<file path="src/rtl/brnch_pkg.sv">
// Shared definitions for the branch resolution queue: PC width, queue entry
// record and default queue depth.
package brnch_pkg;

    localparam int PC_W          = 16;
    localparam int BRQ_DEPTH_DEF = 8;

    typedef struct packed {
        logic [PC_W-1:0] tgt;
        logic [PC_W-1:0] fall;
        logic            pred;
    } brq_entry_t;

    // Build a queue entry from its three fields.
    function automatic brq_entry_t mk_entry(input logic [PC_W-1:0] tgt,
                                            input logic [PC_W-1:0] fall,
                                            input logic            pred);
        brq_entry_t e;
        e.tgt  = tgt;
        e.fall = fall;
        e.pred = pred;
        return e;
    endfunction

endpackage

</file>
<file path="src/rtl/brq_store.sv">
// Entry storage for the branch resolution queue: DEPTH registers, two write
// ports (older slot on port 0) and one asynchronous read port at the head.
// Storage holds pure data and is not reset; occupancy is tracked by the owner.
module brq_store
    import brnch_pkg::*;
#(
    parameter int DEPTH = BRQ_DEPTH_DEF,
    parameter int PW    = $clog2(DEPTH)
) (
    input  logic          clk,
    input  logic          we0,
    input  logic [PW-1:0] wa0,
    input  brq_entry_t    wd0,
    input  logic          we1,
    input  logic [PW-1:0] wa1,
    input  brq_entry_t    wd1,
    input  logic [PW-1:0] ra,
    output brq_entry_t    rd
);

    brq_entry_t mem [DEPTH];

    // Write both enqueue slots; addresses never collide when both are enabled.
    always_ff @(posedge clk) begin
        if (we0) mem[wa0] <= wd0;
        if (we1) mem[wa1] <= wd1;
    end

    assign rd = mem[ra];

endmodule

</file>
<file path="src/rtl/brnch_rslv_q.sv">
// Branch resolution queue. Holds in-flight predicted branches in program
// order, resolves the oldest one, and emits a registered mispredict pulse and
// corrected PC. A mispredict flushes the queue and drops same-cycle enqueues.
// Optional feature: define BRQ_STATS_EN to add saturating resolve/mispredict
// counters on ports stat_rslv and stat_mispred.
module brnch_rslv_q
    import brnch_pkg::*;
#(
    parameter int DEPTH = BRQ_DEPTH_DEF
) (
    input  logic                     clk,
    input  logic                     rst_n,
    input  logic                     enq_vld0,
    input  logic                     enq_vld1,
    input  logic [PC_W-1:0]          enq_tgt0,
    input  logic [PC_W-1:0]          enq_tgt1,
    input  logic [PC_W-1:0]          enq_fall0,
    input  logic [PC_W-1:0]          enq_fall1,
    input  logic                     enq_pred0,
    input  logic                     enq_pred1,
    output logic                     enq_rdy,
    input  logic                     rslv_vld,
    input  logic                     rslv_tkn,
    output logic                     mispred,
    output logic [PC_W-1:0]          redirect_pc,
    output logic [$clog2(DEPTH):0]   q_cnt,
    output logic                     ovf_err
`ifdef BRQ_STATS_EN
    ,
    output logic [15:0]              stat_rslv,
    output logic [15:0]              stat_mispred
`endif
);

    localparam int PW = $clog2(DEPTH);
    localparam int CW = PW + 1;

    logic [PW-1:0] head;
    logic [PW-1:0] tail;
    brq_entry_t    head_ent;

    logic          enq_any;
    logic          pop;
    logic          mis;
    logic          acc;
    logic [CW-1:0] nenq;
    logic          we0;
    logic          we1;
    logic [PW-1:0] wa1;

    assign enq_rdy = (q_cnt <= CW'(DEPTH - 2));

    brq_store #(
        .DEPTH (DEPTH),
        .PW    (PW)
    ) u_store (
        .clk (clk),
        .we0 (we0),
        .wa0 (tail),
        .wd0 (mk_entry(enq_tgt0, enq_fall0, enq_pred0)),
        .we1 (we1),
        .wa1 (wa1),
        .wd1 (mk_entry(enq_tgt1, enq_fall1, enq_pred1)),
        .ra  (head),
        .rd  (head_ent)
    );

    // Decode this cycle's resolve and enqueue; a mispredict squashes enqueues.
    always_comb begin
        enq_any = enq_vld0 | enq_vld1;
        pop     = rslv_vld & (q_cnt != '0);
        mis     = pop & (rslv_tkn != head_ent.pred);
        acc     = enq_any & enq_rdy & ~mis;
        nenq    = '0;
        if (acc) nenq = CW'(enq_vld0) + CW'(enq_vld1);
        we0     = acc & enq_vld0;
        we1     = acc & enq_vld1;
        wa1     = tail + PW'(enq_vld0);
    end

    // Pointer/occupancy update, registered resolve outputs and sticky overflow.
    always_ff @(posedge clk or negedge rst_n) begin
        if (!rst_n) begin
            head        <= '0;
            tail        <= '0;
            q_cnt       <= '0;
            mispred     <= 1'b0;
            redirect_pc <= '0;
            ovf_err     <= 1'b0;
        end else begin
            if (mis) begin
                head  <= tail;
                q_cnt <= '0;
            end else begin
                head  <= head + PW'(pop);
                tail  <= tail + PW'(nenq);
                q_cnt <= q_cnt + nenq - CW'(pop);
            end
            mispred <= mis;
            if (pop) redirect_pc <= rslv_tkn ? head_ent.tgt : head_ent.fall;
            if (enq_any && !enq_rdy) ovf_err <= 1'b1;
        end
    end

`ifdef BRQ_STATS_EN
    function automatic logic [15:0] sat_inc(input logic [15:0] v, input logic en);
        return (en && (v != 16'hFFFF)) ? v + 16'd1 : v;
    endfunction

    // Saturating counters of resolves and mispredicts.
    always_ff @(posedge clk or negedge rst_n) begin
        if (!rst_n) begin
            stat_rslv    <= '0;
            stat_mispred <= '0;
        end else begin
            stat_rslv    <= sat_inc(stat_rslv, pop);
            stat_mispred <= sat_inc(stat_mispred, mis);
        end
    end
`endif

endmodule

</file>
<file path="config.mk">
export PLATFORM = sky130hd
export DESIGN_NAME = brnch_rslv_q
export DESIGN_NICKNAME = d
export VERILOG_FILES = /design/src/rtl/brnch_pkg.sv /design/src/rtl/brq_store.sv /design/src/rtl/brnch_rslv_q.sv
export SDC_FILE = /design/constraint.sdc
export NUM_CORES = 1
export LEC_CHECK = 0
export CORE_UTILIZATION = 60
export CTS_CLUSTER_DIAMETER = 200
export CTS_CLUSTER_SIZE = 25
export DETAILED_ROUTE_END_ITERATION = 8
export PLACE_DENSITY = 0.8
export REMOVE_ABC_BUFFERS = 1
export SLEW_MARGIN = 30
export SYNTH_ARGS = -nofsm -noshare
export SYNTH_HDL_FRONTEND = slang
export SYNTH_SLANG_ARGS = --single-unit
export TNS_END_PERCENT = 100
</file>
<file path="constraint.sdc">
create_clock -name clk -period 5 [get_ports clk]
set_input_delay 0.75 -clock clk [delete_from_list [all_inputs] [get_ports clk]]
set_output_delay 0.75 -clock clk [all_outputs]
set_load 0.02 [all_outputs]
</file>
Yosys cells after proc, flatten, opt, wreduce, memory -nomap -nowiden --
Memories as Yosys holds them, arrays and structs flattened. Cells that the tools add are included.
Operators by class: $add $sub $neg 6, $mul 0, divide/modulo/power cells 0, $lt $le $gt $ge 1, eq/ne operators 1, shift operators 0, multiplexer cells 8, bitwise gates (word level) 8, reductions and logical operators 3
Operator list (count):
- 16-bit 2-to-1 mux | 1
- 3-bit by 1-bit adder with 3-bit output | 2
- 1-bit bitwise AND | 6
- 4-bit by 2-bit adder with 4-bit output | 1
- 4-bit by 3-bit <= comparator with 1-bit output (second input constant) | 1
- 1-bit 2-to-1 mux | 4
- 4-bit 2-to-1 mux | 1
- 4-bit nonzero test | 1
- 4-bit by 1-bit subtractor with 4-bit output | 1
- 3-bit by 2-bit adder with 3-bit output | 1
- 3-bit 2-to-1 mux | 1
- 1-bit by 1-bit adder with 2-bit output | 1
- 2-bit 2-to-1 mux | 1
- 1-bit logical AND | 1
- 1-bit zero test | 1
- 1-bit inequality test | 1
- 1-bit NOT | 1
- 1-bit OR | 1
Storage, ports and cells: register bits after elaboration 28, bits in latches 0, memory bits (writable) 264, memory bits (read-only) 0, input bits 72, output and inout bits 23, logic and storage cells 34, memories 1
Memories:
- u_store.mem | words 8, width 33, rd ports 1, clocked after Yosys merged registers in 0, write ports 2, RTL line brq_store.sv:21 | brq_entry_t mem [DEPTH];

Logic depth before layout (Yosys ltp) --
Gate-level depths: netlist of run 1.
depth in word-level cells 9, mapped depth 15, gate-level depth less buffers 14

Cells and area by module --
From an unflattened synthesis of run 1, not the netlist that was laid out.
Unflattened totals: cells, all modules 844, area total of the unflattened synthesis 14791.7 sq um
By module, submodules not included:
- brq_store | times used 1, cells an instance 699, area each 13207.7 sq um, sequential area each 7927.6 sq um
- brnch_rslv_q | times used 1, cells an instance 145, area each 1584.0 sq um, sequential area each 700.7 sq um

Worst setup path before layout of run 1 --
Ideal clock, no wire load.
path type input to register, start point in enq_vld0, end point mem u_store.mem[2][0] in the netlist's numbering, enable pin, setup time 0.434 ns, data arrival time 3.792 ns, data required time 4.566 ns, setup slack 0.774 ns, stages on the path 6, path buffers 0, path through ha_1 -> ha_1 -> xnor2_1 -> nand4b_1 -> or3b_2 -> a21oi_1
RTL lines:
- start, declared | RTL line brnch_rslv_q.sv:13 | input logic enq_vld0,
- end, declared | RTL line brq_store.sv:21

==> results.rst, run 1 <==
.. list-table::
   :header-rows: 1

   * - Metric
     - Value
   * - Run status
     - complete, no violations
   * - Area of the core region
     - 25100 µm²
   * - Maximum buffer depth of the clock tree
     - 3
   * - I/O pins
     - 95
   * - Worst flop-to-flop path startpoint
     - q_cnt[3]$_DFF_PN0_
   * - RSZ-0062 raised after global routing
     - no
   * - Floorplan die area
     - about 26000 µm²
   * - Library cell with the highest instance count after synthesis
     - sky130_fd_sc_hd__edfxtp_1
   * - Initial antenna violation count
     - 0
   * - Total global routing track utilization
     - 0.257
   * - Crit path cell chain
     - inv_1, ha_1, nand2_1, mux2i_1, nor4b_1, a32oi_1, nor2_4, buf_4
   * - Count of distinct cell types in the synthesized netlist
     - 41
   * - Setup total negative slack
     - 0 ps
   * - Number of sinks handled by clock tree synthesis
     - 292
   * - Global-route wire length before repair
     - 50000 µm
   * - Largest driver fanout on the critical path
     - 22
   * - Clock transition at the register clock pins on the worst setup and hold paths after CTS
     - 100 ps
   * - Post-Synthesis Cell Area
     - roughly 15000 µm²
   * - Ratio of cells with drive above 1 in the final layout
     - 0.478
   * - Count of flip-flops with a built-in enable after synthesis
     - approximately 260
   * - Chip Width
     - approximately 160 µm
   * - Final net count
     - 973
   * - Number of maximum-capacitance violations
     - 0
   * - Number of instances in the synthesized netlist
     - 804
   * - Effective utilization at floorplan
     - 0.611
   * - Largest clock skew in the final design
     - 19.3 ps
   * - Total of cells resized after clock tree synthesis
     - 0
   * - Setup crit start kind
     - flop
   * - Final critical-path share of the clock period
     - 0.720
   * - Endpoint kind of the worst setup timing path
     - flop
   * - Slew Viols, Final
     - 0
   * - Reported leakage power
     - 0.00599 µW
   * - Worst skew pair latency
     - 500 ps
   * - Number of buffers inserted for hold repair after clock tree synthesis
     - 0
   * - Number of global-route vias before repair
     - 8412
   * - Number of DRC markers after the initial detailed-route iteration
     - 681
   * - Final routed DRC violation total
     - 0
   * - Count of input and output buffers
     - 94
   * - Final Hold Violating Endpoints
     - 0
   * - FP Rows
     - 58
   * - Layout Area Growth over Synthesis
     - 10.4%
   * - Total CTS buffers
     - 15
   * - F_max
     - 0.278 GHz
   * - Total wire length
     - ~33000 µm
   * - Diode insertion count for antenna repair
     - 0
   * - Cell with the biggest individual delay on the critical path
     - sky130_fd_sc_hd__mux2i_1
   * - Library cell with the largest summed area after synthesis
     - sky130_fd_sc_hd__edfxtp_1
   * - TritonCTS clock tree
     - yes
   * - FF+latch count, synth
     - 292
   * - Fin util
     - 0.674
   * - Measured slew at the worst slew-check pin
     - 859 ps
   * - Routed via count divided by cell count
     - 6.47
   * - Crit-path max cell delay
     - 720 ps
   * - Proportion of synthesized flip-flops having asynchronous set or reset
     - 0.0959
   * - Post-CTS setup repair buffer count
     - 0
   * - Worst hold path class
     - in -> async
   * - Category of cells accounting for the largest share of critical-path delay
     - simple AND/OR/NAND/NOR gates
   * - Setup Viol. Count Final
     - 0
   * - Top cells by count, synth
     - 264 x sky130_fd_sc_hd__edfxtp_1, 186 x sky130_fd_sc_hd__mux2_2, 98 x sky130_fd_sc_hd__mux2_4
   * - First-pass iteration count of the detailed router
     - 4
   * - Period minus WS final
     - approximately 3600 ps
   * - Register-to-Register Setup Slack
     - 1400 ps
   * - Drt wl/cell
     - 26.8 µm
   * - Dpl hpwl
     - approximately 19000 µm
   * - Vias
     - just under 8000
   * - Capturing point of the worst reg2reg path
     - u_store.mem[3][5]$_DFFE_PP_
   * - Number of nets with antenna violations after detailed routing
     - 0
   * - Sequential element share of the synthesized area
     - 0.563
   * - Worst relative slew slack
     - 0.411
   * - # fillers
     - 1716
   * - Final GP Congestion
     - 0.846
   * - CP bufs+invs
     - 2
   * - R2R depth
     - 8
   * - CTS root buffer
     - sky130_fd_sc_hd__clkbuf_16
   * - Overflow left after global routing
     - 0
   * - CTS H-tree lvls
     - 1
   * - Worst path arrival time
     - 3770 ps
   * - Largest net degree at the start of global routing
     - 54
   * - Area share of the largest cell type after synthesis
     - 0.517
   * - Most used DFF post-synth
     - sky130_fd_sc_hd__edfxtp_1
   * - Worst-case vdd ir drop
     - 0.358 mV
   * - Area contributors post-synth
     - sky130_fd_sc_hd__edfxtp_1 52%, sky130_fd_sc_hd__mux2_2 14%, sky130_fd_sc_hd__mux4_2 12%
   * - Endpoint required time on the critical path
     - 5170 ps
   * - Power per unit of standard cell area
     - approximately 470 nW/µm²
   * - Average size of a mapped cell
     - 19.1 µm²
   * - Cell depth of the worst setup path
     - 8
   * - Height of the chip
     - 162 µm
   * - Ys Warns
     - 0
   * - Crit path kind
     - reg -> reg
==> metal layers <==
layer | vias to the layer above | track usage | wire [µm]
met5 | - | 0 | 0
met2 | 276 | 0.444 | 16800
met3 | 35 | 0.0268 | 1910
li1 | 3411 | - | -
met4 | 0 | 0.0575 | 486
met1 | 4184 | 0.356 | 13500
==> worst reg2reg max path, delay by kind of cell, from the launching register on <==
family	cells	cell delay (ps)
buffers and inverters	2	510
multiplexers	1	720
flip-flops	1	380
AND/OR/NAND/NOR	3	1200
AO/OA/AOI/OAI	1	270
adder cells (fa/ha/maj)	1	180
==> report_power, final <==
part / switching, µW / total (µW) / internal, µW
sequential: 211 / 3450 / 3240
combinational: 1550 / 3190 / 1640
clock: 750 / 1320 / 571
total: 2510 / 7960 / 5440
==> cell type report <==
| cell class | count | area, µm² | area share |
|---|---|---|---|
| clock buffers | 23 | 405 | 0.0240 |
| clock inverters | 1 | 8.76 | 0.000518 |
| inverters | 10 | 37.5 | 0.00222 |
| multi-input cells | 450 | 6260 | 0.370 |
| flip-flops and latches | 292 | 8630 | 0.510 |
| well taps | 330 | 413 | 0.0244 |
| repair buffers | 116 | 1160 | 0.0687 |
==> through the flow <==
stage | instance area, µm² | total power (µW) | worst slack, ps | hold slack, ps | cells
floorplan | 14900 | 5680 | -1040 | 454 | 752
global placement | 16500 | 6570 | 1040 | 462 | 1197
detailed placement | 16500 | 6710 | 941 | 461 | 1198
CTS | 16900 | 8000 | 1430 | 357 | 1222
global route | 16900 | 8310 | 1180 | 375 | 1222
finish | 16900 | 7960 | 1400 | 340 | 1222
==> logic make-up (layout without fill, tap and decap cells) <==
kind of cell / after synthesis / after routing / synth area share
buffers and inverters: 62 / 150 / 0.0339
muxes: 371 / 371 / 0.356
and+or+nand+nor: 46 / 46 / 0.0255
DFF: 292 / 292 / 0.563
adders and majority gates: 16 / 16 / 0.0140
AOI/OAI and AO/OA: 12 / 12 / 0.00539
xor gates and xnor gates: 5 / 5 / 0.00286
==> state kept, by name, indices dropped and copies added (netlist names) <==
name and flops:
tail 3, ovf_err 1, head 3, q_cnt 4, redirect_pc 16, mispred 1, u_store.mem 264
==> cells in the final DEF, fill, tap and decap left out, types with 2 or more instances in the layout <==
cell and count:
sky130_fd_sc_hd__mux2_4 98, sky130_fd_sc_hd__or3b_2 2, sky130_fd_sc_hd__a32oi_1 2, sky130_fd_sc_hd__fa_1 2, sky130_fd_sc_hd__mux2i_1 5, sky130_fd_sc_hd__nand3_1 3, sky130_fd_sc_hd__a22oi_1 4, sky130_fd_sc_hd__dfrtp_1 26
sky130_fd_sc_hd__ha_1 14, sky130_fd_sc_hd__xnor2_1 5, sky130_fd_sc_hd__buf_4 17, sky130_fd_sc_hd__and4b_1 2, sky130_fd_sc_hd__a21oi_4 2, sky130_fd_sc_hd__nor4b_1 2, sky130_fd_sc_hd__nor4_4 2, sky130_fd_sc_hd__nand3b_4 4
sky130_fd_sc_hd__clkdlybuf4s50_1 93, sky130_fd_sc_hd__buf_12 3, sky130_fd_sc_hd__and3_1 2, sky130_fd_sc_hd__nor2_4 6, sky130_fd_sc_hd__mux4_2 81, sky130_fd_sc_hd__mux2_2 186, sky130_fd_sc_hd__nand2_1 5, sky130_fd_sc_hd__inv_1 10
sky130_fd_sc_hd__nor2b_1 5, sky130_fd_sc_hd__clkbuf_1 8, sky130_fd_sc_hd__nor2_1 5, sky130_fd_sc_hd__clkbuf_16 15, sky130_fd_sc_hd__edfxtp_1 264
==> how the worst max path moves through the flow <==
stage	start	end	slack (ps)
after CTS	q_cnt[3]$_DFF_PN0_	u_store.mem[3][11]$_DFFE_PP_	1430
after global placement	enq_vld0	u_store.mem[3][21]$_DFFE_PP_	1040
final	q_cnt[3]$_DFF_PN0_	u_store.mem[3][5]$_DFFE_PP_	1400
after floorplan	head[0]$_DFF_PN0_	u_store.mem[0][0]$_DFFE_PP_	-1040
after detailed placement	enq_vld0	u_store.mem[3][11]$_DFFE_PP_	940
after global routing	q_cnt[3]$_DFF_PN0_	u_store.mem[3][8]$_DFFE_PP_	1180
No activity file was read; power rests on OpenSTA's default activity.
==> inputs of run 2 (changes only) <==
==> constraint.sdc (replaced) <==
create_clock -name clk -period 3.5 [get_ports clk]
set_input_delay 0.525 -clock clk [delete_from_list [all_inputs] [get_ports clk]]
set_output_delay 0.525 -clock clk [all_outputs]
set_load 0.02 [all_outputs]
==> results.rst, run 2 (synthesis results as in run 1) <==
.. list-table::
   :header-rows: 1

   * - Metric
     - Value
   * - Post-route cell area
     - 17300 µm² (+2.4%)
   * - Leading cell type in the layout, fill and taps excluded
     - sky130_fd_sc_hd__edfxtp_1
   * - Post-place instance area
     - 16900 µm² (+2.4%)
   * - Total CTS buffers
     - 15 (unchanged)
   * - Total wire length
     - 34100 µm (+4.4%)
   * - Worst flop-to-flop path startpoint
     - head[0]$_DFF_PN0_
   * - Crit path cell chain
     - mux2i_1, mux4_2, mux2i_4, nor2_1, nand3_1, ha_1, inv_1, ha_1, fa_1, xnor2_1, nor2_1
   * - Capturing point of the worst reg2reg path
     - q_cnt[2]$_DFF_PN0_
   * - Worst-case setup margin in the final layout
     - 466 ps (-933 ps)
   * - Measured slew at the worst slew-check pin
     - 873 ps (+13.5 ps)
   * - Overflow left after global routing
     - 0 (unchanged)
   * - RSZ-0062 raised after global routing
     - no
   * - Number of sinks handled by clock tree synthesis
     - 292 (unchanged)
   * - Final Hold Violating Endpoints
     - 0 (unchanged)
   * - Largest clock skew in the final design
     - 19.1 ps (-0.247 ps)
   * - CTS H-tree lvls
     - 1 (unchanged)
   * - Largest driver fanout on the critical path
     - 7 (-68%)
   * - Setup crit start kind
     - flop
   * - Worst relative slew slack
     - 0.418 (+0.00738)
   * - Global-route wire length before repair
     - 52800 µm (+5.4%)
   * - Period minus WS final
     - 3030 ps (-567 ps)
   * - # fillers
     - 1655 (-3.6%)
   * - Final routed DRC violation total
     - 0 (unchanged)
   * - Placed cells
     - 1230 (+2.7%)
   * - Setup Viol. Count Final
     - 0 (unchanged)
   * - Number of maximum-capacitance violations
     - 0 (unchanged)
   * - Count of input and output buffers
     - 94 (unchanged)
   * - Flip-flop count of the largest register after layout
     - 264 (unchanged)
   * - Height of the chip
     - 162 µm (unchanged)
   * - Endpoint required time on the critical path
     - 3880 ps (-1290 ps)
   * - Crit path kind
     - reg -> reg
   * - Clock transition at the register clock pins on the worst setup and hold paths after CTS
     - 100 ps (about the same)
   * - Dpl hpwl
     - 20900 µm (+12%)
   * - FP Rows
     - 58 (unchanged)
   * - Number of nets with antenna violations after detailed routing
     - 0 (unchanged)
   * - Final critical-path share of the clock period
     - 0.867 (+0.147)
   * - Power after layout
     - 11600 µW (+46%)
   * - Endpoint kind of the worst setup timing path
     - flop
   * - Worst-case vdd ir drop
     - 0.570 mV (+59%)
   * - Number of global-route vias before repair
     - 8811 (+4.7%)
   * - Total global routing track utilization
     - 0.272 (+0.0147)
   * - Largest regs
     - u_store.mem (264), redirect_pc (16), q_cnt (4)
   * - Ratio of cells with drive above 1 in the final layout
     - 0.495 (+0.0176)
   * - Final GP Congestion
     - 0.797 (-5.8%)
   * - Area of the core region
     - 25100 µm² (unchanged)
   * - Largest net degree at the start of global routing
     - 43 (-20%)
   * - I/O pins
     - 95 (unchanged)
   * - Cell with the biggest individual delay on the critical path
     - sky130_fd_sc_hd__dfrtp_4
   * - Floorplan die area
     - 26200 µm² (unchanged)
   * - Register-to-Register Setup Slack
     - 470 ps (-930 ps)
   * - Post-CTS setup repair buffer count
     - 0 (unchanged)
   * - Drt wl/cell
     - 27.2 µm (+1.7%)
   * - Slew Viols, Final
     - 0 (unchanged)
   * - Routed via count divided by cell count
     - 6.50 (+0.44%)
   * - R2R depth
     - 11 (+3)
   * - Worst skew pair latency
     - 510 ps (about the same)
   * - CTS root buffer
     - sky130_fd_sc_hd__clkbuf_16
   * - Vias
     - 8155 (+3.1%)
   * - Final net count
     - 1005 (+3.3%)
   * - Final Instance Count excl. Fillers
     - 1255 (+2.7%)
   * - Chip Width
     - 162 µm (unchanged)
   * - Critical path launch point
     - head[0]$_DFF_PN0_
   * - F_max
     - 0.330 GHz (+19%)
   * - First-pass iteration count of the detailed router
     - 7 (+3)
   * - Total of cells resized after clock tree synthesis
     - 0 (unchanged)
   * - Maximum buffer depth of the clock tree
     - 3 (unchanged)
   * - Worst hold path class
     - in -> async
   * - Reported leakage power
     - 0.00620 µW (+3.5%)
   * - Effective utilization at floorplan
     - 0.611 (unchanged)
   * - Worst path arrival time
     - 3410 ps (-360 ps)
   * - Number of buffers inserted for hold repair after clock tree synthesis
     - 0 (unchanged)
   * - Number of DRC markers after the initial detailed-route iteration
     - 629 (-7.6%)
   * - TritonCTS clock tree
     - yes
   * - Diode insertion count for antenna repair
     - 0 (unchanged)
   * - Endpoint of the worst setup timing path
     - q_cnt[2]$_DFF_PN0_
   * - Largest register by flop count
     - u_store.mem
   * - Commonest non-fill, non-tap cells in the layout
     - 264 x sky130_fd_sc_hd__edfxtp_1, 186 x sky130_fd_sc_hd__mux2_2, 98 x sky130_fd_sc_hd__mux2_4
   * - Crit-path max cell delay
     - 550 ps (-170 ps)
   * - Layout Area Growth over Synthesis
     - 13.0%
   * - Worst setup slack before clock tree synthesis
     - 119 ps (-822 ps)
   * - Run status
     - complete, no violations
   * - Initial antenna violation count
     - 0 (unchanged)
   * - Power per unit of standard cell area
     - 670 nW/µm² (+43%)
[run 2: cell count changes in the layout (fill, tap and decap cells not counted), sizes merged]
| cell | before | now |
|---|---|---|
| buf | 23 | 55 |
| clkbuf | 23 | 24 |
[run 2: power breakdown]
group	total [µW]	internal [µW]	leakage (µW)	switching (µW)
clock network	1910	820	0.000200	1090
registers	4880	4620	0.00272	266
logic	4820	2490	0.00328	2330
total	11600	7930	0.00620	3690
[run 2: worst max-delay path: cells and delay by family (launching register included)]
kind	cells	cell delay, ps
buf+inv	1	40
fa+ha+maj	3	910
simple gates	3	350
mux	3	870
flops	1	550
xor+xnor	1	180
[run 2: through the flow]
| stage | setup TNS, ps | hold WS [ps] | utilization |
|---|---|---|---|
| final | 0 | 138 | 0.690 |
| after CTS | 0 | 145 | 0.690 |
| after floorplan | -1240890 | 229 | - |
| after global placement | 0 | 471 | 0.672 |
| after detailed placement | 0 | 493 | 0.673 |
| after global routing | 0 | 183 | 0.690 |
[run 2: area by class of cell]
class | instances | area [µm²] | area share
multi-input combinational | 450 | 6260 | 0.361
clock inverter | 1 | 8.76 | 0.000506
clock buffer | 24 | 409 | 0.0236
tap | 330 | 413 | 0.0238
timing repair buffer | 148 | 1560 | 0.0901
inverter | 10 | 37.5 | 0.00217
sequential | 292 | 8630 | 0.498
[run 2: worst min-delay path by stage]
stage / from / end / slack [ps]
after floorplan: rst_n / head[0]$_DFF_PN0_ / 230
final: rst_n / redirect_pc[7]$_DFFE_PN0P_ / 140
after global routing: rst_n / q_cnt[1]$_DFF_PN0_ / 180
after detailed placement: ovf_err$_DFFE_PN0P_ / ovf_err$_DFFE_PN0P_ / 490
after global placement: ovf_err$_DFFE_PN0P_ / ovf_err$_DFFE_PN0P_ / 470
after CTS: rst_n / redirect_pc[10]$_DFFE_PN0P_ / 140
[run 2: per-layer routing]
layer	global-route usage	wire, µm
met2	0.472	17500
met5	0	0
met4	0.0686	757
met1	0.369	13800
met3	0.0304	2040
